`config.mk`:
```
export PLATFORM = sky130hd
export DESIGN_NAME = tswitch_multicast_engine
export DESIGN_NICKNAME = d
export VERILOG_FILES = /design/src/rtl/tswitch_pkg.sv /design/src/rtl/tswitch_multicast_engine.sv
export SDC_FILE = /design/constraint.sdc
export NUM_CORES = 1
export LEC_CHECK = 0
export BUFFER_PORTS_ARGS = -buffer_cell sky130_fd_sc_hd__buf_2
export CAP_MARGIN = 20
export CELL_PAD_IN_SITES_DETAIL_PLACEMENT = 0
export CELL_PAD_IN_SITES_GLOBAL_PLACEMENT = 1
export CORE_UTILIZATION = 35
export CTS_CLUSTER_SIZE = 40
export DETAILED_ROUTE_END_ITERATION = 12
export GPL_TIMING_DRIVEN = 0
export PLACE_DENSITY = 0.95
export SLEW_MARGIN = 20
export SYNTH_ARGS = -nofsm -noshare
export SYNTH_HDL_FRONTEND = slang
export SYNTH_SLANG_ARGS = --single-unit
```
`constraint.sdc`:
```
create_clock -name clk -period 3.5 [get_ports clk]
set_input_delay 0.7 -clock clk [delete_from_list [all_inputs] [get_ports clk]]
set_output_delay 0.7 -clock clk [all_outputs]
set_load 0.02 [all_outputs]
```
`src/rtl/tswitch_pkg.sv`:
```
// Shared switch types: multicast FSM states, response codes, completion record,
// port sizing and a popcount helper.
package tswitch_pkg;

    localparam int NUM_PORTS          = 4;
    localparam int PORT_BITS          = $clog2(NUM_PORTS);
    localparam int TAG_WIDTH          = 8;
    localparam int MC_TIMEOUT_DEFAULT = 1024;

    typedef enum logic [1:0] {
        MC_IDLE    = 2'd0,
        MC_WRITING = 2'd1,
        MC_WAITING = 2'd2,
        MC_DONE    = 2'd3
    } multicast_state_t;

    typedef enum logic [1:0] {
        RESP_ACK   = 2'd0,
        RESP_ERROR = 2'd1
    } resp_t;

    typedef struct packed {
        resp_t                 resp;
        logic [TAG_WIDTH-1:0]  tag;
        logic [PORT_BITS-1:0]  src_port;
    } mc_done_t;

    // Number of set bits in a per-port vector.
    function automatic logic [PORT_BITS:0] popcount(input logic [NUM_PORTS-1:0] v);
        logic [PORT_BITS:0] n;
        n = '0;
        for (int i = 0; i < NUM_PORTS; i++) begin
            n = n + {{PORT_BITS{1'b0}}, v[i]};
        end
        return n;
    endfunction

endpackage

```
`src/rtl/tswitch_multicast_engine.sv`:
```
// Multicast write engine: fans one store out to every node in a mask, collects
// one ack per node and returns a single completion to the command decoder.
// Optional ack timeout enabled by defining TSWITCH_MC_TIMEOUT_EN.
module tswitch_multicast_engine #(
    parameter int NUM_PORTS      = 4,
    parameter int ADDR_WIDTH     = 32,
    parameter int DATA_WIDTH     = 16,
    parameter int TAG_WIDTH      = 8,
    parameter int TIMEOUT_CYCLES = 1024,
    localparam int PORT_BITS     = $clog2(NUM_PORTS)
) (
    input  logic                  clk,
    input  logic                  rst_n,
    input  logic                  req_valid,
    output logic                  req_ready,
    input  logic [NUM_PORTS-1:0]  req_node_mask,
    input  logic [ADDR_WIDTH-1:0] req_addr,
    input  logic [DATA_WIDTH-1:0] req_data,
    input  logic [TAG_WIDTH-1:0]  req_tag,
    input  logic [PORT_BITS-1:0]  req_src_port,
    output logic [NUM_PORTS-1:0]  wr_valid,
    input  logic [NUM_PORTS-1:0]  wr_ready,
    output logic [ADDR_WIDTH-1:0] wr_addr,
    output logic [DATA_WIDTH-1:0] wr_data,
    input  logic [NUM_PORTS-1:0]  ack_valid,
    output logic                  done_valid,
    input  logic                  done_ready,
    output logic [1:0]            done_resp,
    output logic [TAG_WIDTH-1:0]  done_tag,
    output logic [PORT_BITS-1:0]  done_src_port,
    output logic [PORT_BITS:0]    outstanding
);
    import tswitch_pkg::*;

    multicast_state_t      state_q, state_d;
    logic [NUM_PORTS-1:0]  pending_wr_q, pending_wr_d;
    logic [NUM_PORTS-1:0]  pending_ack_q, pending_ack_d;
    logic [ADDR_WIDTH-1:0] addr_q, addr_d;
    logic [DATA_WIDTH-1:0] data_q, data_d;
    logic [TAG_WIDTH-1:0]  tag_q, tag_d;
    logic [PORT_BITS-1:0]  src_q, src_d;
    resp_t                 resp_q, resp_d;
    logic [NUM_PORTS-1:0]  hs_s;
    logic [NUM_PORTS-1:0]  ack_ok_s;

`ifdef TSWITCH_MC_TIMEOUT_EN
    localparam int CNT_W = $clog2(TIMEOUT_CYCLES) + 1;
    logic [CNT_W-1:0] cnt_q, cnt_d;
`else
    logic unused_timeout_s;
    assign unused_timeout_s = ^TIMEOUT_CYCLES;
`endif

    // Outputs come straight from state registers; pending_wr is only ever
    // nonzero while writing, so it doubles as the per-node write strobe.
    assign req_ready     = (state_q == MC_IDLE);
    assign done_valid    = (state_q == MC_DONE);
    assign wr_valid      = pending_wr_q;
    assign wr_addr       = addr_q;
    assign wr_data       = data_q;
    assign done_resp     = resp_q;
    assign done_tag      = tag_q;
    assign done_src_port = src_q;
    assign outstanding   = popcount(pending_ack_q);

    // Next-state logic: accept, write fan-out, ack collection, completion.
    always_comb begin
        state_d       = state_q;
        pending_wr_d  = pending_wr_q;
        pending_ack_d = pending_ack_q;
        addr_d        = addr_q;
        data_d        = data_q;
        tag_d         = tag_q;
        src_d         = src_q;
        resp_d        = resp_q;
        hs_s          = pending_wr_q & wr_ready;
        // An ack only counts once its node's write has been taken.
        ack_ok_s      = ack_valid & (~pending_wr_q | hs_s);
`ifdef TSWITCH_MC_TIMEOUT_EN
        cnt_d         = cnt_q;
`endif
        case (state_q)
            MC_IDLE: begin
                if (req_valid) begin
                    addr_d        = req_addr;
                    data_d        = req_data;
                    tag_d         = req_tag;
                    src_d         = req_src_port;
                    resp_d        = RESP_ACK;
                    pending_wr_d  = req_node_mask;
                    pending_ack_d = req_node_mask;
                    if (req_node_mask == '0) begin
                        state_d = MC_DONE;
                    end else begin
                        state_d = MC_WRITING;
                    end
                end else begin
                    state_d = MC_IDLE;
                end
            end
            MC_WRITING: begin
                pending_wr_d  = pending_wr_q & ~hs_s;
                pending_ack_d = pending_ack_q & ~ack_ok_s;
                if (pending_wr_d == '0) begin
                    if (pending_ack_d == '0) begin
                        state_d = MC_DONE;
                    end else begin
                        state_d = MC_WAITING;
                    end
                end else begin
                    state_d = MC_WRITING;
                end
            end
            MC_WAITING: begin
                pending_ack_d = pending_ack_q & ~ack_ok_s;
                if (pending_ack_d == '0) begin
                    state_d = MC_DONE;
                end else begin
                    state_d = MC_WAITING;
                end
            end
            MC_DONE: begin
                if (done_ready) begin
                    state_d = MC_IDLE;
                end else begin
                    state_d = MC_DONE;
                end
            end
            default: begin
                state_d       = MC_IDLE;
                pending_wr_d  = '0;
                pending_ack_d = '0;
            end
        endcase
`ifdef TSWITCH_MC_TIMEOUT_EN
        // Timeout loses to a completion landing in the same cycle.
        if (state_q == MC_IDLE) begin
            cnt_d = '0;
        end else if ((state_q == MC_WRITING) || (state_q == MC_WAITING)) begin
            cnt_d = cnt_q + {{(CNT_W-1){1'b0}}, 1'b1};
            if ((state_d != MC_DONE) && (cnt_q == CNT_W'(TIMEOUT_CYCLES - 1))) begin
                pending_wr_d  = '0;
                pending_ack_d = '0;
                resp_d        = RESP_ERROR;
                state_d       = MC_DONE;
            end else begin
                resp_d = resp_d;
            end
        end else begin
            cnt_d = cnt_q;
        end
`endif
    end

    // State and latched request registers.
    always_ff @(posedge clk or negedge rst_n) begin
        if (!rst_n) begin
            state_q       <= MC_IDLE;
            pending_wr_q  <= '0;
            pending_ack_q <= '0;
            addr_q        <= '0;
            data_q        <= '0;
            tag_q         <= '0;
            src_q         <= '0;
            resp_q        <= RESP_ACK;
        end else begin
            state_q       <= state_d;
            pending_wr_q  <= pending_wr_d;
            pending_ack_q <= pending_ack_d;
            addr_q        <= addr_d;
            data_q        <= data_d;
            tag_q         <= tag_d;
            src_q         <= src_d;
            resp_q        <= resp_d;
        end
    end

`ifdef TSWITCH_MC_TIMEOUT_EN
    // Ack timeout cycle counter.
    always_ff @(posedge clk or negedge rst_n) begin
        if (!rst_n) begin
            cnt_q <= '0;
        end else begin
            cnt_q <= cnt_d;
        end
    end
`endif

endmodule

```
Word level (Yosys, flattened, before mapping)
Index checks and enable logic that the tools add are counted.
{ "word_totals": {"reg_bits": 68, "output_inout_bits": 69, "elab_cells": 41} }
{ "op_classes": {"add_sub_neg": 3, "n_eq_ne": 4, "muxes": 9, "n_bitwise": 8, "reduce_logical": 10} }
{ "op_table": {"columns": ["operator", "n"], "rows": [
  ["$and 4x4->4", 4],
  ["$pmux 4 s2", 2],
  ["$logic_not 4->1", 3],
  ["$not 4->4", 3],
  ["$mux 2", 4],
  ["$pmux 2 s4", 1],
  ["$reduce_and 2->1", 3],
  ["$eq 2x2->1 const B", 2],
  ["$mux 4", 1],
  ["$or 4x4->4", 1],
  ["$reduce_bool 2->1", 2],
  ["$add 2x1->3", 1],
  ["$add 3x1->3", 1],
  ["$add 1x1->2", 1],
  ["$eq 2x1->1 const B", 1],
  ["$logic_not 2->1", 1],
  ["$ne 2x2->1 const B", 1],
  ["$reduce_or 2->1", 1],
  ["$mux 1", 1]
]} }

Depth between registers and ports, before layout
Gate-level depths: netlist of the first run.
{ "logic_depth": {"ltp_word": 9, "depth_mapped": 7, "mapped_depth_nobuf": 6} }

Least setup slack after synthesis of the first run
Ideal clock, no wire load.
{ "synth_path": {"kind": "register to output", "startpoint": "reg pending_ack_q[0]", "endpoint": "out outstanding[1]", "arrival_time_ps": 1481, "setup_slack_ps": 1319, "path_stages_with_launch": 6, "n_path_buf": 0, "cell_sequence": "dfrtp_1 inv_1 fa_1 inv_1 ha_1 ha_1"} }
{ "synth_via": {"elab_chain_len": 3} }
{ "synth_rtl": {"columns": ["item", "line_no", "rtl"], "rows": [
  ["from (decl)", "tswitch_multicast_engine.sv:37", "logic [NUM_PORTS-1:0] pending_ack_q, pending_ack_d;"],
  ["from (signal assigned)", "tswitch_multicast_engine.sv:169", "pending_ack_q <= pending_ack_d;"],
  ["$add 1x1->2", "tswitch_pkg.sv:33", "n = n + {{PORT_BITS{1'b0}}, v[i]};"],
  ["$add 2x1->3", "tswitch_pkg.sv:33", null],
  ["$add 3x1->3", "tswitch_pkg.sv:33", null],
  ["to (decl)", "tswitch_multicast_engine.sv:31", "output logic [PORT_BITS:0] outstanding"]
]} }
Every way passes these cells.

Worst setup path after layout of the first run
Same ends and word-level chain as after synthesis.

==> results of run 1 <==
[cell families after synthesis]
group,Yosys count,synth area share (%)
adders and majority gates,7,3.256
AOI/OAI and AO/OA,31,7.156
buffers and inverters,26,3.942
DFF,68,58.27
and+or+nand+nor,199,27.25
other,1,0.1284
[worst max-delay path by stage]
| stage | end | slack (ps) | cells after the start |
|---|---|---|---|
| 4_1_cts | outstanding[1] | 820 | 6 |
| 3_5_place_dp | outstanding[1] | 1200 | 6 |
| 6_report | outstanding[1] | 850 | 6 |
| 3_3_place_gp | outstanding[1] | 1240 | 6 |
| 5_1_grt | outstanding[1] | 730 | 6 |
| 2_1_floorplan | outstanding[1] | 1320 | 5 |
[per-stage QoR]
stage | total power [µW] | hold slack (ps) | cell area [µm²] | util, % | cells
finish | 3952 | 297.0 | 3965 | 50.27 | 591
global route | 4271 | 315.9 | 3965 | 50.27 | 591
CTS | 3997 | 305.7 | 3965 | 50.27 | 591
detailed placement | 3354 | 457.4 | 3775 | 47.86 | 576
global placement | 3282 | 451.9 | 3752 | 47.57 | 575
floorplan | 2686 | 404.4 | 2924 | - | 333
[worst max-delay path, delay by kind of cell, from the launching register on]
family,cells,cell delay [ps]
adder cells (fa/ha/maj),3,970
buffers and inverters,3,290
flip-flops,1,360
[routing by layer]
layer	GRT usage (%)	part of all wire (%)	vias to the layer above
met1	22.85	45	1219
met4	7.821	1.5	0
met5	0	0	-
met2	27.88	47	112
met3	4.065	6.4	12
li1	-	-	1334
[cells in the final DEF (no fill, tap or decap), types with 2 or more instances in the layout]
| master | n |
|---|---|
| clkbuf_1 | 7 |
| ha_1 | 6 |
| dfrtp_1 | 68 |
| nand2_1 | 175 |
| o22a_1 | 3 |
| buf_2 | 147 |
| nor2b_1 | 5 |
| nor2_1 | 8 |
| a21oi_1 | 10 |
| clkinv_2 | 3 |
| nand2b_1 | 4 |
| clkbuf_8 | 10 |
| o22ai_1 | 3 |
| inv_1 | 9 |
| buf_4 | 3 |
| o21ai_0 | 4 |
| conb_1 | 2 |
| o21ai_1 | 5 |
[state kept, by name (all words and copies together), names as in the netlist]
signal,cells
done_src_port,2
done_tag,8
pending_ack_q,4
state_q,2
wr_addr,32
wr_data,16
wr_valid,4
[power groups by stage]
stage | logic [µW] | clock network, µW | registers (µW)
floorplan | 914 | 0 | 1770
global placement | 1930 | 0 | 1350
detailed placement | 1990 | 0 | 1370
CTS | 1980 | 649 | 1360
global route | 2180 | 679 | 1410
finish | 1960 | 629 | 1360
[synth_stat cells (all sizes together)]
library cell  instances  area share [%]
buf                  10             1.9
a2111oi               1            0.94
nand2b                5             1.2
conb                  1            0.13
a21oi                11             2.0
a21o                  1            0.26
a211oi                1            0.26
o32ai                 1            0.30
nor2b                 5             1.1
or4b                  1            0.34
o21ai                 9             1.5
nor3                  2            0.51
o22ai                 3            0.64
inv                   9             1.2
o22a                  3            0.90
dfrtp                68              58
nand4                 1            0.21
nor2                  8             1.0
o31a                  1            0.30
and2                  1            0.21
nand2               176              23
clkbuf                7            0.90
fa                    1            0.69
ha                    6             2.6
[final cells by class]
class / count / area [µm²] / area share (%)
clock buffers: 10 / 137.6 / 3.471
plain buffers: 17 / 81.33 / 2.051
repair buffers: 141 / 723.2 / 18.24
inverters: 9 / 33.78 / 0.8520
well taps: 102 / 127.6 / 3.219
clock inverters: 5 / 52.55 / 1.325
flip-flops and latches: 68 / 1702 / 42.92
multi-input cells: 239 / 1107 / 27.93
==> run_results.csv, run 1 <==
group,metric,value,unit
worst_setup_path,crit_chain,"inv_1 -> fa_1 -> inv_1 -> ha_1 -> ha_1 -> buf_2",
pwr,switching_share,45.02,%
sta,fmax,377.4,MHz
final_layout,layout-drive-gt1-share,34.97,%
placement,pre_cts_ws,1200,ps
worst_setup_path,r2r_start,"state_q[0]",
global_route,grt.total_usage,17.55,%
clock_network,cts-htree-levels,3,
worst_setup_path,critical-path-max-stage-delay,530,ps
global_route,grt-ovfl-total,0,
final_layout,nets,566,
floorplanning,die-area,0.008713,mm²
hold_path,hold_path_class,"primary input to asynchronous set/reset pin",
final_layout,area_delta_synth_final,35.78,%
global_route,grt_pass1_vias,2523,
floorplanning,die_y,93.35,µm
yosys,yosys_warnings,0,
worst_setup_path,critPathCaptureType,"output port",
floorplanning,initial_core_util,37.02,%
worst_setup_path,critPathKind,"register to output port",
yosys,yosysUniqueCellTypes,30,
yosys,ys_ff_latch,68,
sta,fin_ws,850.2,ps
clock_network,cts_resized,0,
drt,drt_iter0_drc,86,
sta,hold_viol,0,
run,maxCapViolations,0,
clock_network,cts_buffers,9,
sta,fin_crit_sh,75.71,%
worst_setup_path,cp-startpoint,"pending_ack_q[0]",
placement,hpwlAfterDp,5429,µm
placement,portBuffers,140,
clock_network,insertion_delay,330,ps
pwr,p_per_area,996.7,mW/mm²
pwr,p_leak,0.002302,µW
sta,rsz0062_at_grt,"false",
sta,setup_violations,0,
clock_network,cts-root-buf,"clkbuf_8",
drt,post_drt_wl_per_cell,12.33,µm
clock_network,cts.sinks,68,
sta,fin_tns_setup,0,ps
worst_setup_path,crit_slowest_cell,"fa_1",
clock_network,clkTransAtPathRegs,80,ps
pwr,seqPwrFrac,34.4,%
sta,finalCriticalPeriod,2650,ps
yosys,synth_area_per_cell,8.796,µm²
drt,ant_nets,0,
yosys,synthCells,332,
drt,vias,2677,
floorplanning,io_pins,143,
worst_setup_path,r2r-end,"wr_addr[0]",
drt,dr.pass1.iters,6,
pwr,combPwrFrac,49.6,%
global_route,grt_max_degree,37,
floorplanning,die_w,93.35,µm
clock_network,cts_setup_buffers,0,
pwr,irDropWorstVdd,0.4038,mV
run_status,status,"completed",
yosys,synth-seq-area-share,58.27,%
pwr,switchingPower,1779,µW
worst_setup_path,crit_arrival,1950,ps
clock_network,clockBufferDepth,2,
final_layout,antenna_cells,0,
worst_setup_path,rr_worst_depth,7,
yosys,syn_area,0.002920,mm²
drt,drcViolationCount,0,
drt,viasPerCell,4.530,
worst_setup_path,crit_path_max_fanout,3,
pwr,p_int,2173,µW
global_route,antenna_found_initial,0,
clock_network,cts_tree,"yes",
drt,routed_wl,7285,µm
global_route,grt_pass1_wl,11810,µm
sta,skew,12.35,ps
floorplanning,core,0.007888,mm²
final_layout,nFillCells,773,
worst_setup_path,crit_required,2800,ps
worst_setup_path,startpoint_type,"register",
placement,finalWeightedCongestion,0.8635,
clock_network,ctsHoldBuffers,0,
pwr,p_clk_share,15.9,%
sta,maxSlewViolCount,0,
worst_setup_path,r2r_slack,1730,ps
floorplanning,std_cell_rows,32,
(Power assumes the default switching activity.)
==> run 2: changes to the inputs <==
Settings changed: CORE_UTILIZATION 35 to 32, PLACE_DENSITY 0.95 to 0.89.
Clock period 3.5 ns to 2.7 ns, I/O delays scaled along.
==> run_results.csv, run 2 (synthesis gave the netlist of run 1 again) <==
group,metric,value,unit
run_status,status,"completed",
run,maxCapViolations,0,
final_layout,multi_input_area,0.001107,mm²
final_layout,largest_reg_flops,32,
drt,vias,2681,
clock_network,clkTransAtPathRegs,80,ps
clock_network,ctsHoldBuffers,0,
final_layout,nets,566,
worst_setup_path,r2r_start,"state_q[0]",
clock_network,cts.sinks,68,
global_route,grt_pass1_wl,12350,µm
drt,drt_iter0_drc,70,
final_layout,final_cell_mix,"175 x nand2_1, 147 x buf_2, 68 x dfrtp_1",
floorplanning,die_y,97.53,µm
clock_network,cts_tree,"yes",
worst_setup_path,crit_required,2160,ps
sta,rsz0062_at_grt,"false",
final_layout,antenna_cells,0,
global_route,grt.total_usage,16.31,%
final_layout,final_common_cell,"nand2_1",
floorplanning,io_pins,143,
global_route,antenna_found_initial,0,
drt,dr.pass1.iters,4,
drt,ant_nets,0,
worst_setup_path,cp_num_buf_inv,3,
clock_network,cts_setup_buffers,0,
hold_path,hold_path_class,"primary input to asynchronous set/reset pin",
sta,fin_tns_setup,0,ps
clock_network,cts-root-buf,"clkbuf_8",
placement,hpwlAfterDp,5428,µm
sta,skew,8.301,ps
pwr,p_per_area,1271,mW/mm²
sta,maxSlewViolCount,0,
clock_network,cts-htree-levels,3,
final_layout,area_delta_synth_final,35.60,%
global_route,grt_pass1_vias,2586,
worst_setup_path,critPathCaptureType,"output port",
worst_setup_path,critical-path-max-stage-delay,530,ps
sta,fmax,401.3,MHz
worst_setup_path,crit_chain,"inv_1 -> fa_1 -> inv_1 -> ha_1 -> ha_1 -> buf_2",
pwr,p_leak,0.002290,µW
worst_setup_path,cp_top_family,"adder cells",
clock_network,insertion_delay,340,ps
sta,setup_violations,0,
placement,portBuffers,140,
clock_network,clockBufferDepth,2,
floorplanning,core,0.008763,mm²
final_layout,nFillCells,941,
drt,routed_wl,7333,µm
worst_setup_path,startpoint_type,"register",
worst_setup_path,r2r-end,"wr_addr[7]",
global_route,grt-ovfl-total,0,
floorplanning,die-area,0.009512,mm²
placement,finalWeightedCongestion,0.8488,
drt,drcViolationCount,0,
clock_network,cts_buffers,9,
worst_setup_path,crit_path_max_fanout,3,
drt,post_drt_wl_per_cell,12.26,µm
final_layout,seq_area,0.001702,mm²
pwr,irDropWorstVdd,0.4901,mV
worst_setup_path,crit_arrival,1950,ps
worst_setup_path,critPathKind,"register to output port",
clock_network,cts_resized,0,
final_layout,stdcell_count,598,
floorplanning,std_cell_rows,34,
sta,hold_viol,0,
floorplanning,initial_core_util,33.32,%
worst_setup_path,rr_worst_depth,7,
global_route,grt_max_degree,56,
sta,finalCriticalPeriod,2492,ps
worst_setup_path,crit_slowest_cell,"fa_1",
placement,dp.cells,582,
final_layout,layout-drive-gt1-share,34.69,%
drt,viasPerCell,4.483,
pwr,p_total,5032,µW
worst_setup_path,r2r_slack,960,ps
floorplanning,die_w,97.53,µm
sta,fin_crit_sh,92.30,%
==> run 2: cell count changes in the layout (fill, tap and decap cells not counted), sizes merged <==
cell,delta
clkinv,-1
clkinvlp,+1
bufinv,-1
clkbuf,+2
==> run 2: worst reg2reg max path, stage by stage (launching register included) <==
cell,delay [ps]
dfrtp_1,370
inv_1,70
ha_1,240
nand2_1,310
buf_2,300
buf_2,250
nand2_1,80
nand2_1,60
==> run 2: worst max path at each step <==
stage / from / to / slack, ps / cells past startpoint
2_1_floorplan: pending_ack_q[0] / outstanding[1] / 680 / 5
3_3_place_gp: pending_ack_q[0] / outstanding[1] / 600 / 6
3_5_place_dp: pending_ack_q[0] / outstanding[1] / 580 / 6
4_1_cts: pending_ack_q[0] / outstanding[1] / 190 / 6
5_1_grt: pending_ack_q[0] / outstanding[1] / 120 / 6
6_report: pending_ack_q[0] / outstanding[1] / 210 / 6
==> run 2: report_power, final <==
part | leakage [µW] | internal, µW | switching (µW)
Combinational | 0.00136 | 872 | 1670
Sequential | 0.000844 | 1500 | 252
Clock | 0.0000824 | 356 | 383
Total | 0.00229 | 2730 | 2300
==> run 2: metal layers <==
layer	GRT usage, %	vias up	wire [µm]
met2	25.82	95	3362
met4	5.430	0	91
met3	5.612	11	605
met1	20.81	1240	3273
met5	0	-	0
li1	-	1335	-
==> run 2: final cells by class <==
| cell class | instances | share of cell area, % |
|---|---|---|
| buffer | 17 | 2.054 |
| clock inverter | 4 | 0.6319 |
| inverter | 9 | 0.8531 |
| clock buffer | 12 | 3.665 |
| timing repair buffer | 141 | 18.45 |
| sequential | 68 | 42.97 |
| multi-input combinational | 239 | 27.96 |
| tap | 108 | 3.412 |
==> run 2: through the flow <==
| stage | hold WS, ps | utilization [%] | instance area [µm²] | setup WS, ps |
|---|---|---|---|---|
| 3_5_place_dp | 415.2 | 43.25 | 3790 | 576.9 |
| 6_report | 45.94 | 45.19 | 3960 | 208.0 |
| 2_1_floorplan | 244.4 | - | 2924 | 679.4 |
| 5_1_grt | 39.84 | 45.19 | 3960 | 123.2 |
| 3_3_place_gp | 452.5 | 42.90 | 3760 | 599.9 |
| 4_1_cts | 40.59 | 45.19 | 3960 | 192.4 |
==> run 3: changes to the inputs <==
Settings changed: CELL_PAD_IN_SITES_GLOBAL_PLACEMENT 1 to 2, CORE_UTILIZATION 32 to 25.
==> run_results.csv, run 3 (synthesis gave the netlist of run 1 again) <==
group,metric,value,unit
run_status,status,"completed",
worst_setup_path,crit_required,2160,ps
global_route,grt_pass1_vias,2573,
final_layout,final_cell_mix,"175 x nand2_1, 147 x buf_2, 68 x dfrtp_1",
clock_network,cts.sinks,68,
drt,drcViolationCount,0,
final_layout,nFillCells,1239,
worst_setup_path,r2r-end,"wr_addr[4]",
floorplanning,die-area,0.01212,mm²
worst_setup_path,startpoint_type,"register",
final_layout,stdcell_count,631,
worst_setup_path,r2r_start,"state_q[0]",
placement,dp.cells,617,
drt,drt_iter0_drc,175,
sta,fmax,405.0,MHz
clock_network,cts-htree-levels,3,
drt,dr.pass1.iters,4,
final_layout,layout-drive-gt1-share,34.63,%
worst_setup_path,crit_chain,"inv_1 -> fa_1 -> inv_1 -> ha_1 -> ha_1 -> buf_2",
final_layout,largest_reg_flops,32,
sta,fin_tns_setup,0,ps
drt,ant_nets,0,
run,maxCapViolations,0,
worst_setup_path,rr_worst_depth,7,
final_layout,antenna_cells,0,
worst_setup_path,crit_arrival,1930,ps
drt,routed_wl,7999,µm
worst_setup_path,r2r_slack,900,ps
drt,post_drt_wl_per_cell,12.68,µm
global_route,grt-ovfl-total,0,
worst_setup_path,crit_slowest_cell,"fa_1",
pwr,p_per_area,1334,mW/mm²
final_layout,nets,566,
global_route,grt_max_degree,39,
sta,finalCriticalPeriod,2469,ps
clock_network,cts_tree,"yes",
sta,setup_violations,0,
clock_network,clockBufferDepth,2,
floorplanning,io_pins,143,
final_layout,final_common_cell,"nand2_1",
placement,portBuffers,140,
global_route,grt.total_usage,13.59,%
final_layout,area_delta_synth_final,41.00,%
global_route,grt_pass1_wl,12440,µm
floorplanning,core,0.01142,mm²
global_route,antenna_found_initial,0,
clock_network,insertion_delay,320,ps
pwr,irDropWorstVdd,0.5543,mV
worst_setup_path,critical-path-max-stage-delay,540,ps
clock_network,cts_resized,0,
worst_setup_path,cp.depth,6,
placement,finalWeightedCongestion,0.7399,
floorplanning,die_y,110.1,µm
placement,pre_cts_ws,551.5,ps
sta,skew,4.648,ps
sta,maxSlewViolCount,0,
pwr,p_total,5493,µW
floorplanning,die_w,110.1,µm
drt,viasPerCell,4.174,
floorplanning,std_cell_rows,39,
sta,rsz0062_at_grt,"false",
placement,hpwlAfterDp,6020,µm
sta,fin_ws,231.0,ps
clock_network,ctsHoldBuffers,0,
hold_path,hold_path_class,"primary input to asynchronous set/reset pin",
worst_setup_path,crit_path_max_fanout,3,
pwr,p_leak,0.002349,µW
drt,vias,2634,
clock_network,clkTransAtPathRegs,50,ps
sta,hold_viol,0,
final_layout,multi_input_area,0.001107,mm²
worst_setup_path,cp_top_family,"adder cells",
worst_setup_path,cp_num_buf_inv,3,
floorplanning,initial_core_util,25.58,%
worst_setup_path,critPathKind,"register to output port",
clock_network,cts_buffers,9,
clock_network,cts-root-buf,"clkbuf_16",
final_layout,seq_area,0.001702,mm²
worst_setup_path,critPathCaptureType,"output port",
clock_network,cts_setup_buffers,0,
sta,fin_crit_sh,91.45,%
run 3: changes by cell type in the layout (fill, tap and decap cells not counted), sizes merged:
cell      before  now
clkinvlp       2    0
clkinv         2    1
bufinv         0    1
run 3: layer usage:
layer / global-route usage, % / vias up / share of wire (%)
met5: 0 / - / 0
met4: 4.952 / 0 / 1.2
met3: 5.291 / 12 / 9.0
met2: 19.78 / 96 / 42
met1: 18.15 / 1191 / 48
li1: - / 1335 / -
run 3: layout make-up:
type	instances	share of cell area, %
clock inverters	2	0.8508
well taps	143	4.345
flip-flops and latches	68	41.32
plain buffers	17	1.975
multi-input cells	239	26.89
inverters	9	0.8204
repair buffers	141	17.56
clock buffers	12	6.229
run 3: worst max-delay path by stage:
stage,slack [ps],from,end
after global routing,110,pending_ack_q[0],outstanding[1]
after CTS,210,pending_ack_q[0],outstanding[1]
after floorplan,680,pending_ack_q[0],outstanding[1]
after detailed placement,550,pending_ack_q[0],outstanding[1]
after global placement,580,pending_ack_q[0],outstanding[1]
final,230,pending_ack_q[0],outstanding[1]
run 3: per-stage QoR:
stage | instance area [µm²] | utilization [%] | hold WS, ps
after floorplan | 2924 | - | 244.4
after global placement | 3804 | 33.31 | 452.1
after detailed placement | 3826 | 33.51 | 456.9
after CTS | 4118 | 36.06 | 162.4
after global routing | 4118 | 36.06 | 165.2
final | 4118 | 36.06 | 144.4
run 3: power breakdown:
group / switching, µW / internal [µW]
combinational: 1700 / 875
sequential: 260 / 1500
clock: 404 / 753
total: 2360 / 3130
